==> src/rtl/epp_host_if.sv <==
// Command/response handshake and EPP bus signals of the epp_host block, bundled as one interface.
// The slave modport is the host engine; the master modport is whoever issues commands and acts as peripheral.
interface epp_host_if;
    logic       cmd_valid;
    logic       cmd_ready;
    logic       cmd_is_addr;
    logic       cmd_write;
    logic [7:0] cmd_data;
    logic       rsp_valid;
    logic [7:0] rsp_data;
    logic       rsp_timeout;
    logic       astb_n;
    logic       dstb_n;
    logic       wr_n;
    logic [7:0] db_o;
    logic       db_oe;
    logic [7:0] db_i;
    logic       epp_wait;

    modport master (
        output cmd_valid, cmd_is_addr, cmd_write, cmd_data, db_i, epp_wait,
        input  cmd_ready, rsp_valid, rsp_data, rsp_timeout,
        input  astb_n, dstb_n, wr_n, db_o, db_oe
    );

    modport slave (
        input  cmd_valid, cmd_is_addr, cmd_write, cmd_data, db_i, epp_wait,
        output cmd_ready, rsp_valid, rsp_data, rsp_timeout,
        output astb_n, dstb_n, wr_n, db_o, db_oe
    );
endinterface

==> src/rtl/epp_host.sv <==
// EPP host (initiator): runs one address/data read or write per accepted command.
// Optional macro EPP_HOST_TIMEOUT_EN aborts STROBE/RELEASE after TIMEOUT_CYCLES clocks.
module epp_host #(
    parameter int unsigned SETUP_CYCLES   = 2,
    parameter int unsigned TIMEOUT_CYCLES = 1000,
    parameter int unsigned CNT_W          = 10
) (
    input  logic      clk,
    input  logic      rst,
    epp_host_if.slave epp_io
);

    typedef enum logic [2:0] {
        StIdle,
        StSetup,
        StStrobe,
        StRelease,
        StDone
    } state_e;

    localparam logic [CNT_W-1:0] SetupLast = CNT_W'(SETUP_CYCLES - 1);
`ifdef EPP_HOST_TIMEOUT_EN
    localparam logic [CNT_W-1:0] TimeoutLast = CNT_W'(TIMEOUT_CYCLES - 1);
`endif

    if (SETUP_CYCLES < 1 || (32'd1 << CNT_W) <= SETUP_CYCLES ||
        (32'd1 << CNT_W) <= TIMEOUT_CYCLES) begin : g_param_check
        $error("epp_host: CNT_W too narrow or SETUP_CYCLES < 1");
    end

    state_e           state_q, state_d;
    logic [CNT_W-1:0] cnt_q, cnt_d;
    logic             wait_meta_q, wait_s_q;
    logic             is_addr_q, is_addr_d;
    logic             write_q, write_d;
    logic [7:0]       cap_q, cap_d;
    logic             astb_n_q, astb_n_d;
    logic             dstb_n_q, dstb_n_d;
    logic             wr_n_q, wr_n_d;
    logic [7:0]       db_o_q, db_o_d;
    logic             db_oe_q, db_oe_d;
    logic             ready_q;
    logic             rsp_valid_q, rsp_valid_d;
    logic [7:0]       rsp_data_q, rsp_data_d;
`ifdef EPP_HOST_TIMEOUT_EN
    logic             rsp_timeout_q, rsp_timeout_d;
`endif

    // Wait is asynchronous to clk; db_i is only sampled once wait_s is high, so it needs no sync.
    always_ff @(posedge clk or posedge rst) begin
        if (rst) begin
            wait_meta_q <= 1'b0;
            wait_s_q    <= 1'b0;
        end else begin
            wait_meta_q <= epp_io.epp_wait;
            wait_s_q    <= wait_meta_q;
        end
    end

    always_comb begin
        state_d     = state_q;
        cnt_d       = cnt_q;
        is_addr_d   = is_addr_q;
        write_d     = write_q;
        cap_d       = cap_q;
        astb_n_d    = astb_n_q;
        dstb_n_d    = dstb_n_q;
        wr_n_d      = wr_n_q;
        db_o_d      = db_o_q;
        db_oe_d     = db_oe_q;
        rsp_valid_d = 1'b0;
        rsp_data_d  = rsp_data_q;
`ifdef EPP_HOST_TIMEOUT_EN
        rsp_timeout_d = 1'b0;
`endif

        unique case (state_q)
            StIdle: begin
                if (epp_io.cmd_valid && ready_q) begin
                    is_addr_d = epp_io.cmd_is_addr;
                    write_d   = epp_io.cmd_write;
                    wr_n_d    = ~epp_io.cmd_write;
                    if (epp_io.cmd_write) begin
                        db_o_d  = epp_io.cmd_data;
                        db_oe_d = 1'b1;
                    end
                    cnt_d   = '0;
                    state_d = StSetup;
                end
            end

            StSetup: begin
                if (cnt_q == SetupLast) begin
                    if (is_addr_q) begin
                        astb_n_d = 1'b0;
                    end else begin
                        dstb_n_d = 1'b0;
                    end
                    cnt_d   = '0;
                    state_d = StStrobe;
                end else begin
                    cnt_d = cnt_q + 1'b1;
                end
            end

            StStrobe: begin
                if (wait_s_q) begin
                    if (!write_q) begin
                        cap_d = epp_io.db_i;
                    end
                    astb_n_d = 1'b1;
                    dstb_n_d = 1'b1;
                    cnt_d    = '0;
                    state_d  = StRelease;
                end
`ifdef EPP_HOST_TIMEOUT_EN
                else if (cnt_q == TimeoutLast) begin
                    astb_n_d      = 1'b1;
                    dstb_n_d      = 1'b1;
                    wr_n_d        = 1'b1;
                    db_oe_d       = 1'b0;
                    rsp_valid_d   = 1'b1;
                    rsp_timeout_d = 1'b1;
                    cnt_d         = '0;
                    state_d       = StIdle;
                end else begin
                    cnt_d = cnt_q + 1'b1;
                end
`endif
            end

            StRelease: begin
                // Bus direction is held until the peripheral drops Wait.
                if (!wait_s_q) begin
                    wr_n_d      = 1'b1;
                    db_oe_d     = 1'b0;
                    rsp_valid_d = 1'b1;
                    if (!write_q) begin
                        rsp_data_d = cap_q;
                    end
                    state_d = StDone;
                end
`ifdef EPP_HOST_TIMEOUT_EN
                else if (cnt_q == TimeoutLast) begin
                    astb_n_d      = 1'b1;
                    dstb_n_d      = 1'b1;
                    wr_n_d        = 1'b1;
                    db_oe_d       = 1'b0;
                    rsp_valid_d   = 1'b1;
                    rsp_timeout_d = 1'b1;
                    cnt_d         = '0;
                    state_d       = StIdle;
                end else begin
                    cnt_d = cnt_q + 1'b1;
                end
`endif
            end

            StDone: begin
                state_d = StIdle;
            end

            default: begin
                state_d = StIdle;
            end
        endcase
    end

    always_ff @(posedge clk or posedge rst) begin
        if (rst) begin
            state_q     <= StIdle;
            cnt_q       <= '0;
            is_addr_q   <= 1'b0;
            write_q     <= 1'b0;
            cap_q       <= 8'h00;
            astb_n_q    <= 1'b1;
            dstb_n_q    <= 1'b1;
            wr_n_q      <= 1'b1;
            db_o_q      <= 8'h00;
            db_oe_q     <= 1'b0;
            ready_q     <= 1'b0;
            rsp_valid_q <= 1'b0;
            rsp_data_q  <= 8'h00;
        end else begin
            state_q     <= state_d;
            cnt_q       <= cnt_d;
            is_addr_q   <= is_addr_d;
            write_q     <= write_d;
            cap_q       <= cap_d;
            astb_n_q    <= astb_n_d;
            dstb_n_q    <= dstb_n_d;
            wr_n_q      <= wr_n_d;
            db_o_q      <= db_o_d;
            db_oe_q     <= db_oe_d;
            // Registered so it stays low during reset and rises on the first clk after release.
            ready_q     <= (state_d == StIdle);
            rsp_valid_q <= rsp_valid_d;
            rsp_data_q  <= rsp_data_d;
        end
    end

`ifdef EPP_HOST_TIMEOUT_EN
    always_ff @(posedge clk or posedge rst) begin
        if (rst) begin
            rsp_timeout_q <= 1'b0;
        end else begin
            rsp_timeout_q <= rsp_timeout_d;
        end
    end

    assign epp_io.rsp_timeout = rsp_timeout_q;
`else
    assign epp_io.rsp_timeout = 1'b0;
`endif

    assign epp_io.cmd_ready = ready_q;
    assign epp_io.rsp_valid = rsp_valid_q;
    assign epp_io.rsp_data  = rsp_data_q;
    assign epp_io.astb_n    = astb_n_q;
    assign epp_io.dstb_n    = dstb_n_q;
    assign epp_io.wr_n      = wr_n_q;
    assign epp_io.db_o      = db_o_q;
    assign epp_io.db_oe     = db_oe_q;

    a_one_strobe : assert property (@(posedge clk) disable iff (rst) (astb_n_q || dstb_n_q));
    a_rsp_pulse  : assert property (@(posedge clk) disable iff (rst) rsp_valid_q |=> !rsp_valid_q);

endmodule

==> src/flat_wrapper.sv <==
// flat-port wrapper written by rule: the top's interface ports become plain ports
module epp_host_flat 
#(
    parameter int unsigned SETUP_CYCLES   = 2,
    parameter int unsigned TIMEOUT_CYCLES = 1000,
    parameter int unsigned CNT_W          = 10
)
  (clk, rst, epp_io_cmd_valid, epp_io_cmd_is_addr, epp_io_cmd_write, epp_io_cmd_data, epp_io_db_i, epp_io_epp_wait, epp_io_cmd_ready, epp_io_rsp_valid, epp_io_rsp_data, epp_io_rsp_timeout, epp_io_astb_n, epp_io_dstb_n, epp_io_wr_n, epp_io_db_o, epp_io_db_oe);
  epp_host_if epp_io_i ();
  input  logic clk;
  input  logic rst;
  input wire logic [$bits(epp_io_i.cmd_valid)-1:0] epp_io_cmd_valid;
  input wire logic [$bits(epp_io_i.cmd_is_addr)-1:0] epp_io_cmd_is_addr;
  input wire logic [$bits(epp_io_i.cmd_write)-1:0] epp_io_cmd_write;
  input wire logic [$bits(epp_io_i.cmd_data)-1:0] epp_io_cmd_data;
  input wire logic [$bits(epp_io_i.db_i)-1:0] epp_io_db_i;
  input wire logic [$bits(epp_io_i.epp_wait)-1:0] epp_io_epp_wait;
  output wire logic [$bits(epp_io_i.cmd_ready)-1:0] epp_io_cmd_ready;
  output wire logic [$bits(epp_io_i.rsp_valid)-1:0] epp_io_rsp_valid;
  output wire logic [$bits(epp_io_i.rsp_data)-1:0] epp_io_rsp_data;
  output wire logic [$bits(epp_io_i.rsp_timeout)-1:0] epp_io_rsp_timeout;
  output wire logic [$bits(epp_io_i.astb_n)-1:0] epp_io_astb_n;
  output wire logic [$bits(epp_io_i.dstb_n)-1:0] epp_io_dstb_n;
  output wire logic [$bits(epp_io_i.wr_n)-1:0] epp_io_wr_n;
  output wire logic [$bits(epp_io_i.db_o)-1:0] epp_io_db_o;
  output wire logic [$bits(epp_io_i.db_oe)-1:0] epp_io_db_oe;
  assign epp_io_i.cmd_valid = epp_io_cmd_valid;
  assign epp_io_i.cmd_is_addr = epp_io_cmd_is_addr;
  assign epp_io_i.cmd_write = epp_io_cmd_write;
  assign epp_io_i.cmd_data = epp_io_cmd_data;
  assign epp_io_i.db_i = epp_io_db_i;
  assign epp_io_i.epp_wait = epp_io_epp_wait;
  assign epp_io_cmd_ready = epp_io_i.cmd_ready;
  assign epp_io_rsp_valid = epp_io_i.rsp_valid;
  assign epp_io_rsp_data = epp_io_i.rsp_data;
  assign epp_io_rsp_timeout = epp_io_i.rsp_timeout;
  assign epp_io_astb_n = epp_io_i.astb_n;
  assign epp_io_dstb_n = epp_io_i.dstb_n;
  assign epp_io_wr_n = epp_io_i.wr_n;
  assign epp_io_db_o = epp_io_i.db_o;
  assign epp_io_db_oe = epp_io_i.db_oe;
  epp_host #(.SETUP_CYCLES(SETUP_CYCLES), .TIMEOUT_CYCLES(TIMEOUT_CYCLES), .CNT_W(CNT_W)) u_core (.clk(clk), .rst(rst), .epp_io(epp_io_i));
endmodule
==> config.mk <==
export PLATFORM = sky130hd
export DESIGN_NAME = epp_host_flat
export DESIGN_NICKNAME = d
export VERILOG_FILES = /design/src/rtl/epp_host_if.sv /design/src/rtl/epp_host.sv /design/src/flat_wrapper.sv
export SDC_FILE = /design/constraint.sdc
export NUM_CORES = 1
export LEC_CHECK = 0
export ABC_CLOCK_PERIOD_IN_PS = 3870
export BUFFER_PORTS_ARGS = -buffer_cell sky130_fd_sc_hd__buf_2
export CAP_MARGIN = 10
export CELL_PAD_IN_SITES_DETAIL_PLACEMENT = 0
export CELL_PAD_IN_SITES_GLOBAL_PLACEMENT = 1
export CORE_ASPECT_RATIO = 0.75
export CORE_MARGIN = 2
export CORE_UTILIZATION = 31
export CTS_BUF_LIST = sky130_fd_sc_hd__clkbuf_8
export DETAILED_ROUTE_END_ITERATION = 7
export PLACE_DENSITY_LB_ADDON = 0.05
export SKIP_LAST_GASP = 1
export SYNTH_ARGS = -nofsm -noshare
export SYNTH_HDL_FRONTEND = slang
export SYNTH_SLANG_ARGS = --single-unit
==> constraint.sdc <==
create_clock -name clk -period 3.87 [get_ports clk]
set_input_delay 0.1935 -clock clk [delete_from_list [all_inputs] [get_ports clk]]
set_output_delay 0.1935 -clock clk [all_outputs]
set_load 0.02 [all_outputs]
; ---- Word-level counts from Yosys, hierarchy flattened
; Index checks and enable logic that the tools add are counted.
[word_totals]
wordCells = 70
out_inout_bits = 23
reg_bits = 47
[op_classes]
n_eq_ne = 11
n_bitwise = 3
add_sub_neg = 1
n_reduce_logical = 15
muxes = 25
[op_table]
columns = operator, n
row1 = 2-to-1 mux 10 bit, 3
row2 = case mux 10 bit (3 select lines), 1
row3 = AND reduction 3 bit, 5
row4 = 2-to-1 mux 1 bit, 12
row5 = 2-to-1 mux 3 bit, 4
row6 = case mux 3 bit (4 select lines), 1
row7 = AND reduction 4 bit, 3
row8 = "adder 10 x 1 -> 10 bit, second input constant", 1
row9 = "equality test 10 x 1 -> 1 bit, second input constant", 1
row10 = "!= test 2 x 1 -> 1 bit, second input constant", 4
row11 = case mux 1 bit (2 select lines), 4
row12 = "equality test 3 x 2 -> 1 bit, second input constant", 2
row13 = zero test 3 bit, 2
row14 = "!= test 2 bit, second input constant", 3
row15 = nonzero test 2 bit, 2
row16 = "equality test 3 x 1 -> 1 bit, second input constant", 1
row17 = NOT 1 bit, 3
row18 = nonzero test 3 bit, 1
row19 = AND reduction 2 bit, 1
row20 = logical AND 1 bit, 1

; ---- Depth between registers and ports, before layout
[depth]
word_depth = 4
depth_mapped = 7

; ---- Worst setup path before layout
; OpenSTA, ideal clock, no wires.
[synth_path]
kind = reg-to-reg
startpoint = register u_core.cnt_q[0]
endpoint = register u_core.cnt_q[9]
t_arrival_ns = 1.679
setup_ns = 0.090
synth_period_minus_slack_ns = 1.769
path_slack_ns = 2.101
t_required_ns = 3.780
path_buffers = 0
stages_incl_launch_ff = 6
path_cell_list = dfrtp_1 > ha_1 > nor4b_2 > a311o_1 > or4_1 > o221ai_1
[synth_via]
elab_chain_len = 3
[synth_lines]
columns = element, line_no
row1 = start: declaration, epp_host.sv:32  ; logic [CNT_W-1:0] cnt_q, cnt_d;
row2 = start signal: assignment, epp_host.sv:186  ; cnt_q <= cnt_d;
row3 = adder 10 x 1 -> 10 bit / equality test 10 x 1 -> 1 bit (equally long branches), "epp_host.sv:102, epp_host.sv:93"
row4 = 2-to-1 mux 10 bit *, epp_host.sv:93  ; if (cnt_q == SetupLast) begin
row5 = case mux 10 bit (3 select lines) *, epp_host.sv:77  ; unique case (state_q)
; Every way passes the cells marked *; elsewhere a longest branch is shown, timed or not.
; A chain may end at the register's enable or synchronous reset.

; ---- Worst setup path in the final report
[layout_path]
startpoint = register u_core.cnt_q[0]
endpoint = register u_core.cnt_q[5]
; The elaborated chain is that of the path after synthesis.

==> run metrics <==
combinational family with the most area after synthesis=multiplexers; Post-CTS Hold Fix Bufs=1; Total GRT Usage=12.1%; chip height=73.7 um; setup slack, reg-to-reg=1.71 ns; R2R depth=5; First-pass DRT Iterations=4; crit path capture type=flop; CTS tree=done; vias=1382; # diodes=0; wire per inst=14.3 um; Tightest Pin Transition=about 1.0 ns; Worst-path clk slew=0.09 ns; proportion of layout cells with a drive suffix above 1=42.6%; Slew Limit Fails=0; CORE AREA=0.00629 mm2; PD cells=751 mW/mm2; count of final setup violators=0; Synth Area in Adders=1.25%; Psw=0.000664 W; initial antenna violation count=0; unrepaired setup endpoints after global routing=false; worst rel slew slack=approximately a third; Clock Root Buffer=clkbuf_8; yosys warns=0; Tcrit/Tclk final=55.7%; nature of the critical path startpoint=flop; Nets=about 230; internal power=0.00116 W; first-pass GRT wire length=between 6 and 7 mm; crit path kind=flop to flop; drt total wl=4.09 mm; FF-to-FF End=u_core.cnt_q[5]; H-tree Lvls=2; synthesis-stage register bit count=47; Synth Cell Area=0.00201 mm2; Num CTS Buffers=5; Die X=96.9 um; DRT iter0 DRCs=34; DR DRC count=0; hold crit path type=input pin to async pin; min Tclk post-route=between 2 and 2.5 ns; number of setup buffers added after CTS=0; final hold viol count=0; Synth Area in XOR/XNOR=0%; post-synthesis sequential area ratio=58.8%; setup TNS=0 ns; Final GP Congestion=0.746; PostCTS Resize Cnt=0; pin count of the biggest net entering global routing=48; row count=25; worst-path fanout max=15; MaxCap Viol Count=0; leakage power=1.15 nW; post-synth cell types=43; area occupied by multi-input gates=781 um2; Via density=4.85; half-perimeter wire length after placement=2.83 mm; Clock Latency Late Sink=0.30 ns; Clk pwr share=20.4%; port bufs=43; Total Power=0.00182 W; register area=0.00118 mm2; Initial Utilization=31.9%; IO Pins=45; Die ar.=0.00714 mm2; antenna viol nets, final=0; synthesized-area fraction occupied by and/or/nand/nor cells=between 10% and 20%; VDD IR max=0.265 mV; Net Count, Synth=180; Worst EP required=4.09 ns; fmax=464 MHz; CP arrival=2.38 ns; skew final=between 0.007 and 0.008 ns; post-synthesis mux area share=14.5%; Reg2Reg Launch Point=u_core.cnt_q[0]; switching share of power=36.4%; CTS Sinks=47; Avg Cell Area, Syn=between 10 and 15 um2; vias in the first global route=1391; status=finished, final reports clean; Area Growth Syn to Fin=20.9%; Comb power frac=35.4%; Max Root-Sink Buffers=2; Flop pwr share=44.1%; Fillers=a little over 600; global route total overflow=0; post-synthesis compound-gate area fraction=10.5%; Cells after Synth=156
==> placed cells by master, fill, tap and decap left out, types with 5 or more instances in the layout <==
| cell | count |
|---|---|
| nand2_1 | 9 |
| mux2_2 | 25 |
| buf_2 | 43 |
| a21oi_1 | 6 |
| inv_1 | 5 |
| dfrtp_1 | 44 |
| a31oi_1 | 7 |
| nor2_1 | 6 |
| clkbuf_8 | 6 |
==> per-layer routing <==
| layer | track usage, % | wire length (um) | up-vias |
|---|---|---|---|
| met5 | 0 | 0 | - |
| met4 | 4.23 | 41 | 0 |
| met3 | 3.71 | 193 | 5 |
| met2 | 18.6 | 1830 | 36 |
| met1 | 16.4 | 2030 | 685 |
| li1 | - | - | 656 |
==> power groups by stage <==
stage / Clock [W] / Sequential (W) / Combinational [W]
floorplan: 0 / 0.000886 / 0.000388
global placement: 0 / 0.000805 / 0.000640
detailed placement: 0 / 0.000812 / 0.000652
CTS: 0.000386 / 0.000805 / 0.000655
global route: 0.000407 / 0.000834 / 0.000708
finish: 0.000373 / 0.000805 / 0.000646
==> stage by stage <==
step | cells | utilization, % | hold slack [ns] | setup slack [ns] | instance area [um2]
2_1_floorplan | 156 | - | 0.225 | 2.10 | 2010
3_3_place_gp | 276 | 36.6 | 0.304 | 1.80 | 2300
3_5_place_dp | 276 | 36.6 | 0.304 | 1.75 | 2300
4_1_cts | 285 | 38.6 | 0.113 | 1.73 | 2430
5_1_grt | 285 | 38.6 | 0.113 | 1.55 | 2430
6_report | 285 | 38.6 | 0.120 | 1.71 | 2430
==> state kept, by name, indices dropped and copies added, names as in the netlist <==
register,flops
u_core.wait_s_q,1
u_core.cap_q,8
u_core.epp_io.cmd_ready,1
u_core.epp_io.astb_n,1
u_core.state_q,3
u_core.epp_io.wr_n,1
u_core.is_addr_q,1
u_core.write_q,1
u_core.wait_meta_q,1
u_core.epp_io.db_oe,1
u_core.epp_io.rsp_data,8
u_core.epp_io.db_o,8
u_core.epp_io.dstb_n,1
u_core.cnt_q,10
u_core.epp_io.rsp_valid,1
==> worst max-delay path by stage <==
stage,startpoint,end,slack [ns],cells after the start
2_1_floorplan,u_core.cnt_q[0],u_core.cnt_q[9],2.10,5
5_1_grt,u_core.cnt_q[0],u_core.cnt_q[5],1.55,5
3_5_place_dp,u_core.cnt_q[0],u_core.cnt_q[5],1.75,5
3_3_place_gp,u_core.state_q[2],u_core.epp_io.rsp_data[7],1.80,4
6_report,u_core.cnt_q[0],u_core.cnt_q[5],1.71,5
4_1_cts,u_core.cnt_q[0],u_core.cnt_q[5],1.73,5
==> cell families (layout without fill, tap and decap cells) <==
family                     count (synthesis)  count (layout)
and+or+nand+nor                           40              40
other                                      1               1
DFF                                       47              47
buffers and inverters                     10              58
AOI/OAI and AO/OA                         30              30
adders and majority gates                  2               2
muxes                                     26              26
==> final cells by class <==
type                    count  share of cell area, %
well taps                  81                   4.18
clock buffers               6                   3.40
clock inverters             2                   1.44
inverters                   6                  0.928
repair buffers             44                   9.28
flip-flops and latches     47                   48.6
multi-input cells          99                   32.2
==> synth_stat cells (all sizes together) <==
cell / number / area share (%)
a211o: 1 / 0.44
a21boi: 1 / 0.37
a21oi: 6 / 1.5
a311o: 1 / 0.50
a311oi: 1 / 0.75
a31oi: 7 / 2.2
a41oi: 1 / 0.44
and2: 2 / 0.62
and2b: 1 / 0.37
and3: 2 / 0.62
buf: 4 / 1.2
conb: 1 / 0.19
dfrtp: 44 / 55
dfstp: 3 / 3.9
ha: 2 / 1.2
inv: 6 / 1.1
mux2: 25 / 14
mux2i: 1 / 0.50
nand2: 9 / 1.7
nand2b: 4 / 1.6
nand3: 3 / 0.75
nand3b: 1 / 0.37
nand4: 3 / 0.93
nor2: 7 / 1.4
nor2b: 1 / 0.31
nor3: 1 / 0.25
nor3b: 2 / 1.0
nor4: 1 / 1.1
nor4b: 1 / 0.75
o211ai: 1 / 0.37
o21a: 2 / 0.75
o21ai: 3 / 0.75
o21ba: 1 / 0.50
o221ai: 1 / 0.44
o22ai: 1 / 0.31
o31a: 1 / 0.44
o31ai: 2 / 0.75
or3: 1 / 0.31
or4: 1 / 0.37
==> worst max-delay path, stage by stage (launching register included) <==
cell	delay (ns)
dfrtp_1	0.43
ha_1	0.21
nor4b_2	0.17
a311oi_2	0.87
a41oi_1	0.22
a31oi_1	0.18
Note: power is estimated with default switching activity, not from simulation.
